### config.mk
export PLATFORM = sky130hd
export DESIGN_NAME = lcd_ctrl
export DESIGN_NICKNAME = d
export VERILOG_FILES = /design/src/rtl/lcd_pkg.sv /design/src/rtl/lcd_ctrl_fifo.sv /design/src/rtl/lcd_ctrl.sv
export SDC_FILE = /design/constraint.sdc
export NUM_CORES = 1
export LEC_CHECK = 0
export BUFFER_PORTS_ARGS = -buffer_cell sky130_fd_sc_hd__buf_2
export CORE_MARGIN = 5
export CORE_UTILIZATION = 40
export CTS_CLUSTER_DIAMETER = 100
export CTS_CLUSTER_SIZE = 14
export DETAILED_ROUTE_END_ITERATION = 12
export PLACE_DENSITY = 0.56
export SYNTH_ARGS = -nofsm -noshare
export SYNTH_HDL_FRONTEND = slang
export SYNTH_HIERARCHICAL = 1
export SYNTH_SLANG_ARGS = --single-unit
export TNS_END_PERCENT = 10
### constraint.sdc
create_clock -name clk -period 7 [get_ports clk]
set_input_delay 0 -clock clk [delete_from_list [all_inputs] [get_ports clk]]
set_output_delay 0 -clock clk [all_outputs]
set_load 0.01 [all_outputs]
### src/rtl/lcd_pkg.sv
// Shared definitions for the character-LCD controller: register map,
// status/control bit positions, sequencer states and FIFO entry layout.
package lcd_pkg;

  // Bus register addresses
  localparam logic [1:0] ADDR_DATA = 2'd0;
  localparam logic [1:0] ADDR_CMD  = 2'd1;
  localparam logic [1:0] ADDR_STAT = 2'd2;
  localparam logic [1:0] ADDR_CTRL = 2'd3;

  // Status register bit positions
  localparam int STAT_BUSY    = 0;
  localparam int STAT_FULL    = 1;
  localparam int STAT_OVF     = 2;
  localparam int STAT_CNT_LSB = 8;

  // Control register bit positions
  localparam int CTRL_ON      = 0;
  localparam int CTRL_CLR_OVF = 1;
  localparam int CTRL_FLUSH   = 2;

  // Command FIFO entry: {nib_only, rs, byte}
  localparam int ENTRY_W   = 10;
  localparam int ENTRY_NIB = 9;
  localparam int ENTRY_RS  = 8;

  // Commands that need the long execution wait (clear display, return home)
  localparam logic [7:0] OP_CLEAR    = 8'h01;
  localparam logic [7:0] OP_HOME     = 8'h02;
  localparam logic [7:0] OP_HOME_ALT = 8'h03;

  // Bus sequencer states
  typedef enum logic [2:0] {
    IDLE,
    SETUP,
    EN_HI,
    EN_LO,
    WAIT
  } lcd_state_t;

  // True when the transfer is a command that needs the long execution wait
  function automatic logic is_long_cmd(input logic rs, input logic [7:0] cmd_byte);
    return !rs && (cmd_byte == OP_CLEAR || cmd_byte == OP_HOME || cmd_byte == OP_HOME_ALT);
  endfunction

endpackage

### src/rtl/lcd_ctrl_fifo.sv
// Synchronous FIFO holding queued LCD transfers. A push is accepted only
// when not full at that edge; a pop in the same cycle does not make room.
module lcd_fifo #(
  parameter int WIDTH = 10,
  parameter int DEPTH = 16
) (
  input  logic                     clk,
  input  logic                     rst,
  input  logic                     push,
  input  logic                     pop,
  input  logic                     flush,
  input  logic [WIDTH-1:0]         wr_data,
  output logic [WIDTH-1:0]         rd_data,
  output logic                     full,
  output logic                     empty,
  output logic [$clog2(DEPTH):0]   count
);

  localparam int AW = $clog2(DEPTH);

  logic [WIDTH-1:0] mem [DEPTH];
  logic [AW-1:0]    wr_ptr;
  logic [AW-1:0]    rd_ptr;
  logic             do_push;
  logic             do_pop;

  assign full    = (count == (AW+1)'(DEPTH));
  assign empty   = (count == '0);
  assign do_push = push && !full;
  assign do_pop  = pop && !empty;
  assign rd_data = mem[rd_ptr];

  // Pointer and occupancy tracking; flush discards everything queued
  always_ff @(posedge clk) begin
    if (rst || flush) begin
      wr_ptr <= '0;
      rd_ptr <= '0;
      count  <= '0;
    end else begin
      if (do_push) wr_ptr <= wr_ptr + 1'b1;
      if (do_pop)  rd_ptr <= rd_ptr + 1'b1;
      case ({do_push, do_pop})
        2'b10:   count <= count + 1'b1;
        2'b01:   count <= count - 1'b1;
        default: count <= count;
      endcase
    end
  end

  // Storage array; contents need no reset since occupancy is tracked separately
  always_ff @(posedge clk) begin
    if (do_push) mem[wr_ptr] <= wr_data;
  end

endmodule

### src/rtl/lcd_ctrl.sv
// Character-LCD controller: bus register file, command FIFO and a hardware
// sequencer producing address setup, enable pulse and execution wait timing.
module lcd_ctrl
  import lcd_pkg::*;
#(
  parameter int DATA_BITS   = 8,
  parameter int FIFO_DEPTH  = 16,
  parameter int T_AS        = 4,
  parameter int T_EN        = 25,
  parameter int T_EXEC      = 2500,
  parameter int T_EXEC_LONG = 82000
) (
  input  logic        clk,
  input  logic        rst,
  input  logic        stb,
  input  logic        we,
  input  logic [1:0]  addr,
  input  logic [31:0] data_in,
  output logic [31:0] data_out,
  output logic        ack,
  output logic        lcd_on,
  output logic        lcd_en,
  output logic        lcd_rw,
  output logic        lcd_rs,
  output logic [7:0]  lcd_data
);

  localparam int CW  = $clog2(T_EXEC_LONG + 1);
  localparam int FCW = $clog2(FIFO_DEPTH) + 1;
  localparam bit NIBBLE_MODE = (DATA_BITS == 4);

  localparam logic [CW-1:0] AS_LD   = CW'(T_AS - 1);
  localparam logic [CW-1:0] EN_LD   = CW'(T_EN - 1);
  localparam logic [CW-1:0] EXEC_LD = CW'(T_EXEC - 1);
  localparam logic [CW-1:0] LONG_LD = CW'(T_EXEC_LONG - 1);

  lcd_state_t         state_q;
  lcd_state_t         state_d;
  logic [CW-1:0]      cnt_q;
  logic [CW-1:0]      cnt_d;
  logic               pop;
  logic               load_first;
  logic               load_low;
  logic [7:0]         cur_byte;
  logic               cur_nib_only;
  logic               low_phase;
  logic               overflow;

  logic               bus_wr;
  logic               bus_rd;
  logic               push;
  logic               ctrl_wr;
  logic               flush;
  logic [ENTRY_W-1:0] push_entry;
  logic [ENTRY_W-1:0] fifo_rd;
  logic               fifo_full;
  logic               fifo_empty;
  logic [FCW-1:0]     fifo_count;
  logic [7:0]         stat_count;
  logic               busy;
  logic [22:0]        unused_data_in;

  assign ack     = stb;
  assign lcd_rw  = 1'b0;
  assign bus_wr  = stb && we;
  assign bus_rd  = stb && !we;
  assign push    = bus_wr && (addr == ADDR_DATA || addr == ADDR_CMD);
  assign ctrl_wr = bus_wr && (addr == ADDR_CTRL);
  assign flush   = ctrl_wr && data_in[CTRL_FLUSH];
  assign busy    = (state_q != IDLE) || !fifo_empty;
  assign stat_count     = 8'(fifo_count);
  assign unused_data_in = data_in[31:9];

  // Data writes always set rs; command writes carry the nibble-only flag in bit 8
  always_comb begin
    push_entry = '0;
    if (addr == ADDR_DATA) push_entry = {1'b0, 1'b1, data_in[7:0]};
    else                   push_entry = {data_in[8], 1'b0, data_in[7:0]};
  end

  lcd_fifo #(
    .WIDTH (ENTRY_W),
    .DEPTH (FIFO_DEPTH)
  ) u_fifo (
    .clk     (clk),
    .rst     (rst),
    .push    (push),
    .pop     (pop),
    .flush   (flush),
    .wr_data (push_entry),
    .rd_data (fifo_rd),
    .full    (fifo_full),
    .empty   (fifo_empty),
    .count   (fifo_count)
  );

  // Control register and sticky overflow flag
  always_ff @(posedge clk) begin
    if (rst) begin
      lcd_on   <= 1'b0;
      overflow <= 1'b0;
    end else begin
      if (ctrl_wr) lcd_on <= data_in[CTRL_ON];
      if (push && fifo_full)                       overflow <= 1'b1;
      else if (ctrl_wr && data_in[CTRL_CLR_OVF])   overflow <= 1'b0;
    end
  end

  // Bus read mux; returns zero whenever no read is in progress
  always_comb begin
    data_out = '0;
    if (bus_rd) begin
      case (addr)
        ADDR_STAT: begin
          data_out[STAT_BUSY] = busy;
          data_out[STAT_FULL] = fifo_full;
          data_out[STAT_OVF]  = overflow;
          data_out[STAT_CNT_LSB +: 8] = stat_count;
        end
        ADDR_CTRL: data_out[CTRL_ON] = lcd_on;
        default:   data_out = '0;
      endcase
    end
  end

  // Sequencer state, timing counter and LCD bus registers
  always_ff @(posedge clk) begin
    if (rst) begin
      state_q      <= IDLE;
      cnt_q        <= '0;
      lcd_en       <= 1'b0;
      lcd_rs       <= 1'b0;
      lcd_data     <= '0;
      cur_byte     <= '0;
      cur_nib_only <= 1'b0;
      low_phase    <= 1'b0;
    end else begin
      state_q <= state_d;
      cnt_q   <= cnt_d;
      lcd_en  <= (state_d == EN_HI);
      if (load_first) begin
        lcd_rs       <= fifo_rd[ENTRY_RS];
        cur_byte     <= fifo_rd[7:0];
        cur_nib_only <= fifo_rd[ENTRY_NIB];
        low_phase    <= 1'b0;
        lcd_data     <= NIBBLE_MODE ? {fifo_rd[7:4], 4'h0} : fifo_rd[7:0];
      end else if (load_low) begin
        lcd_data  <= {cur_byte[3:0], 4'h0};
        low_phase <= 1'b1;
      end
    end
  end

  // Next-state logic: each timed state runs until the counter reaches zero
  always_comb begin
    state_d    = state_q;
    cnt_d      = cnt_q;
    pop        = 1'b0;
    load_first = 1'b0;
    load_low   = 1'b0;
    case (state_q)
      IDLE: begin
        if (!fifo_empty) begin
          pop        = 1'b1;
          load_first = 1'b1;
          state_d    = SETUP;
          cnt_d      = AS_LD;
        end
      end
      SETUP: begin
        if (cnt_q == '0) begin
          state_d = EN_HI;
          cnt_d   = EN_LD;
        end else begin
          cnt_d = cnt_q - 1'b1;
        end
      end
      EN_HI: begin
        if (cnt_q == '0) begin
          state_d = EN_LO;
          cnt_d   = EN_LD;
        end else begin
          cnt_d = cnt_q - 1'b1;
        end
      end
      EN_LO: begin
        if (cnt_q == '0) begin
          if (NIBBLE_MODE && !low_phase && !cur_nib_only) begin
            load_low = 1'b1;
            state_d  = SETUP;
            cnt_d    = AS_LD;
          end else begin
            state_d = WAIT;
            cnt_d   = is_long_cmd(lcd_rs, cur_byte) ? LONG_LD : EXEC_LD;
          end
        end else begin
          cnt_d = cnt_q - 1'b1;
        end
      end
      WAIT: begin
        if (cnt_q == '0) state_d = IDLE;
        else             cnt_d   = cnt_q - 1'b1;
      end
      default: state_d = IDLE;
    endcase
  end

endmodule

## Yosys cells after proc, flatten, opt, wreduce, memory -nomap -nowiden

Memory sizes are Yosys's and may differ from the RTL's. A register that Yosys moved wholly into a read port is not among the register bits.
Index checks and enable logic that the tools add are counted.

- Bits in writable memories: 160
- Input port bits: 38
- Register bits after elaboration: 36
- Output and inout port bits: 45
- Memories kept: 1

- $add $sub $neg: 5
- Reduce and logical (&&, ||, !) cells: 29
- Muxes and demuxes: 24
- Equal/unequal tests: 16

Memories:

| memory | words | width | rd ports | clocked after Yosys merged registers in | wr ports | RTL line | text |
|---|---|---|---|---|---|---|---|
| u_fifo.mem | 16 | 10 | 1 | 1 | 1 | lcd_ctrl_fifo.sv:21 | `logic [WIDTH-1:0] mem [DEPTH];` |

Operators with widths:

| operator | number |
|---|---|
| 2-to-1 mux 17 bit | 5 |
| case mux 17 bit (4 select lines) | 1 |
| logical NOT 17 bit | 1 |
| subtractor 17 x 1 -> 17 bit (second input constant) | 1 |
| == test 8 x 2 -> 1 bit (second input constant) | 2 |
| 2-to-1 mux 3 bit | 5 |
| case mux 3 bit (5 select lines) | 1 |
| 2-to-1 mux 13 bit | 1 |
| logical AND 1 bit | 10 |
| 2-to-1 mux 10 bit | 1 |
| case mux 5 bit (2 select lines) | 1 |
| == test 3 x 2 -> 1 bit (second input constant) | 3 |
| adder 4 x 1 -> 4 bit (second input constant) | 2 |
| == test 8 x 1 -> 1 bit (second input constant) | 1 |
| == test 2 bit (second input constant) | 3 |
| 2-to-1 mux 1 bit | 6 |
| adder 5 x 1 -> 5 bit (second input constant) | 1 |
| == test 5 bit (second input constant) | 1 |
| logical NOT 5 bit | 1 |
| logical OR 1 bit | 5 |
| 2-to-1 mux 5 bit | 1 |
| subtractor 5 x 1 -> 5 bit (second input constant) | 1 |
| == test 2 x 1 -> 1 bit (second input constant) | 2 |
| logical NOT 1 bit | 4 |
| 12 further kinds | 14 |

## Depth between registers and ports, before layout

- Depth after elaboration: 7
- Gate-level depth with buffers: 16
- Depth with buffers taken out: 12

## Cells and area by module

The synthesis kept the hierarchy.

By module, submodules not included:

| module | area each (um^2) | cells each | instances | seq. area each (um^2) |
|---|---|---|---|---|
| lcd_fifo | 7198.2 | 353 | 1 | 5144.9 |
| lcd_ctrl | 2219.6 | 283 | 1 | 640.6 |

## Least setup slack after synthesis

OpenSTA, ideal clock, no wires.

- Path type: register to register
- Start point: reg u_fifo.count[0]
- End point: reg u_fifo.count[2]
- Clock period less this slack: 3.303 ns
- Path buffers: 3
- Setup time: 0.070 ns
- Stages on the path, launching flop included: 16
- Data required time: 6.930 ns
- Data arrival time: 3.233 ns
- Path slack: 3.697 ns
- Cell sequence: dfxtp_1 or4_1 buf_2 nor2_1 or3_1 inv_1 buf_2 o21ai_4 inv_1 ha_1 clkbuf_1 xor2_1 ha_1 o21a_1 or4_1 a21oi_1

- Cells in the longest elaborated chain, start to end: 6
- Elaborated cells on any way between the ends: 14
- Those cells by class: 2 x add/sub; 3 x eq/ne; 3 x mux; 6 x reduce/logical

Ends and longest elaborated chain:

| item | RTL line | text |
|---|---|---|
| start, declared | lcd_ctrl_fifo.sv:16 | `output logic [$clog2(DEPTH):0] count` |
| start signal, assigned | lcd_ctrl_fifo.sv:43 | `2'b10: count <= count + 1'b1;` |
| start signal, assigned | lcd_ctrl_fifo.sv:44 | `2'b01: count <= count - 1'b1;` |
| start signal, assigned | lcd_ctrl_fifo.sv:45 | `default: count <= count;` |
| logical NOT 5 bit (*) | lcd_ctrl_fifo.sv:28 | `assign empty = (count == '0);` |
| via fifo_empty | lcd_ctrl.sv:57 | `logic fifo_empty;` |
| 2-to-1 mux 1 bit (*) (2 in series) | -- |  |
| via load_first | lcd_ctrl.sv:42 | `logic load_first;` |
| logical AND 1 bit (*) | lcd_ctrl_fifo.sv:30 | `assign do_pop = pop && !empty;` |
| via u_fifo.do_pop | lcd_ctrl_fifo.sv:25 | `logic do_pop;` |
| == test 2 x 1 -> 1 bit or == test 2 bit (tied branches) | lcd_ctrl_fifo.sv:42 | `case ({do_push, do_pop})` |
| case mux 5 bit (2 select lines) or nonzero test 2 bit (tied branches) | -- |  |

The timed path passes the listed nets; every way through them passes the cells marked *.
A chain may end at the register's enable or synchronous reset.

## Final worst setup path

- Start point: reg u_fifo.count[0]
- End point: reg u_fifo.count[2]

- Cells in the longest elaborated chain, start to end: 6
- Elaborated cells on any way between the ends: 14
- Those cells by class: 2 x add/sub; 3 x eq/ne; 3 x mux; 6 x reduce/logical

Ends and longest elaborated chain:

| item | RTL line | text |
|---|---|---|
| logical NOT 5 bit (*) | lcd_ctrl_fifo.sv:28 |  |
| via fifo_empty | lcd_ctrl.sv:57 |  |
| 2-to-1 mux 1 bit | lcd_ctrl.sv:163 | `if (!fifo_empty) begin` |
| 2-to-1 mux 1 bit | lcd_ctrl.sv:161 | `case (state_q)` |
| logical AND 1 bit (*) | lcd_ctrl_fifo.sv:30 |  |
| via u_fifo.do_pop | lcd_ctrl_fifo.sv:25 |  |
| == test 2 x 1 -> 1 bit or == test 2 bit (tied branches) | lcd_ctrl_fifo.sv:42 |  |
| case mux 5 bit (2 select lines) or nonzero test 2 bit (tied branches) | -- |  |

Marked as above.

==> impl_metrics.ini <==
[run_status]
status = complete, no violations

[min_path]
hold_path_depth = 5
hold_path_class = input port to flip-flop

[placed_design]
port_buffers = 33
pre_cts_ws_ns = 3.02
place_hpwl_mm = 11.9
globalplace.congestion = 0.855

[floorplan]
die_h_um = 158
coreArea_um2 = 21800
dieArea_um2 = 25100
std_cell_rows = 54
start_util = 0.405
die_w_um = 158
pin_count = 83

[clocking]
cts_sinks = 193
cts_tree = built
clock_latency_ns = 0.44
cts.htree.levels = 4
clk_pin_slew_worst_paths_ns = 0.08
numCtsBuffers = 17
cts-root-buf = clkbuf_16
clockBufferDepth = 2

[layout]
final_cell_mix = edfxtp_1 (144), nor2_1 (48), dfxtp_1 (48)
multi_input_area_um2 = 3120
final.fill_count = 1907
syn_to_final_growth_pct = 11.1
register_area_um2 = 5310
diodes = 0
fin_util = 0.450
nets = 692
final_common_cell = edfxtp_1
drive_gt1_frac = 0.169

[sta]
finalHoldViolCount = 0
period_minus_slack_ns = 4.03
setup_violations = 0
layout_setup_ws_ns = 2.97
slew_viol_final = 0
fin_crit_sh = 0.576
max_freq_mhz = 248
worst_pin_slew_ns = 1.13
finalSetupTns_ns = 0
skew_ns = 0.00903
slew_headroom = 0.247
rsz0062_at_grt = false
whs_ns = 0.0233

[setup_path]
critPathKind = flip-flop to flip-flop
r2r_cells = 13
crit_required_ns = 7.36
cp-end-kind = flip-flop
worst_setup_path_start_kind = flip-flop
regToRegSetupSlack_ns = 2.97
critPathMaxFanout = 15
path_buf_inv = 3
critical-path-slowest-cell = or4_1
cp.arrival_ns = 4.40
path_depth = 13
crit_family = simple AND/OR/NAND/NOR gates
crit_chain = or4_1 -> nor2_1 -> or3_1 -> inv_1 -> buf_4 -> o21ai_4 -> inv_1 -> ha_1 -> xor2_1 -> ha_1 -> o21a_1 -> or4_1 -> a21oi_1
critPathMaxStageDelay_ns = 0.70

[routing]
routed_wl_mm = 18.0
drc_errors = 0
via_count = 5114
avgViaCountPerCell = 5.45
wl_per_cell_um = 19.1
drtIter0Drc = 337
dr.pass1.iters = 5
drt.antenna.violating_nets = 0

[grt]
grt_pass1_wl_mm = 28.5
grt_pass1_vias = 5039
grt.overflow.total = 0
grt_antenna_before_repair = 0
grt_start_max_net_pins = 37
track_usage = 0.150

[yosys]
syn_avg_cell_area_um2 = 14.3
netlist_area_um2 = 8800
ys.warnings.count = 6
syn_inst = 614

[run]
max-cap-violations = 0

[power]
ir_worst_vdd_v = 0.000206
finalPower_w = 0.00351
powerDensity_nw_per_um2 = 359
leakage_nw = 3.33
## flip-flops by register name (all words and copies together) (netlist names), named ones only
| name | flops |
|---|---|
| u_fifo/mem | 144 |
| cnt_q | 17 |
| cur_byte | 8 |
| u_fifo/count | 5 |
| u_fifo/rd_ptr | 4 |
| u_fifo/wr_ptr | 4 |
| state_q | 3 |
| lcd_en | 1 |
| lcd_on | 1 |
| lcd_rs | 1 |
| overflow | 1 |
## tightest hold or removal path, delay by kind of cell
family / cells / cell delay (ns)
simple gates: 3 / 0.19
buf+inv: 1 / 0.12
mux: 1 / 0.11
## metrics by stage
stage,cells,area (um2)
finish,938,9780
floorplan,638,8890
global placement,898,9060
detailed placement,898,9060
global route,938,9780
CTS,938,9780
## area by class of cell
type,count,share of cell area
clock buffers,17,0.0435
clock inverters,15,0.0224
inverters,16,0.00627
multi-input cells,369,0.319
flip-flops and latches,193,0.542
well taps,280,0.0358
repair buffers,48,0.0304
## final timing paths
kind,from,end
setup / recovery,u_fifo/count[0],u_fifo/count[2]
hold / removal,addr[1],lcd_on
setup reg to reg,u_fifo/count[0],u_fifo/count[2]
hold reg to reg,cur_byte[1],cur_byte[1]
## report_power, final
group | switching [W] | internal [W]
Clock | 0.000504 | 0.000500
Sequential | 0.0000971 | 0.00131
Combinational | 0.000672 | 0.000430
## per-layer routing
| layer | track usage | wire (um) | vias to the layer above |
|---|---|---|---|
| li1 | - | - | 2406 |
| met1 | 0.202 | 7990 | 2545 |
| met2 | 0.249 | 8900 | 151 |
| met3 | 0.0359 | 899 | 12 |
| met4 | 0.0341 | 167 | 0 |
| met5 | 0 | 0 | - |
## what timing repair did
item | in CTS | in global routing
hold endpoints to repair | 128 | 0
hold buffers | 8 | 0
setup buffers | 0 | 0
resized for setup | 0 | 0
No activity file was read; power rests on OpenSTA's default activity.
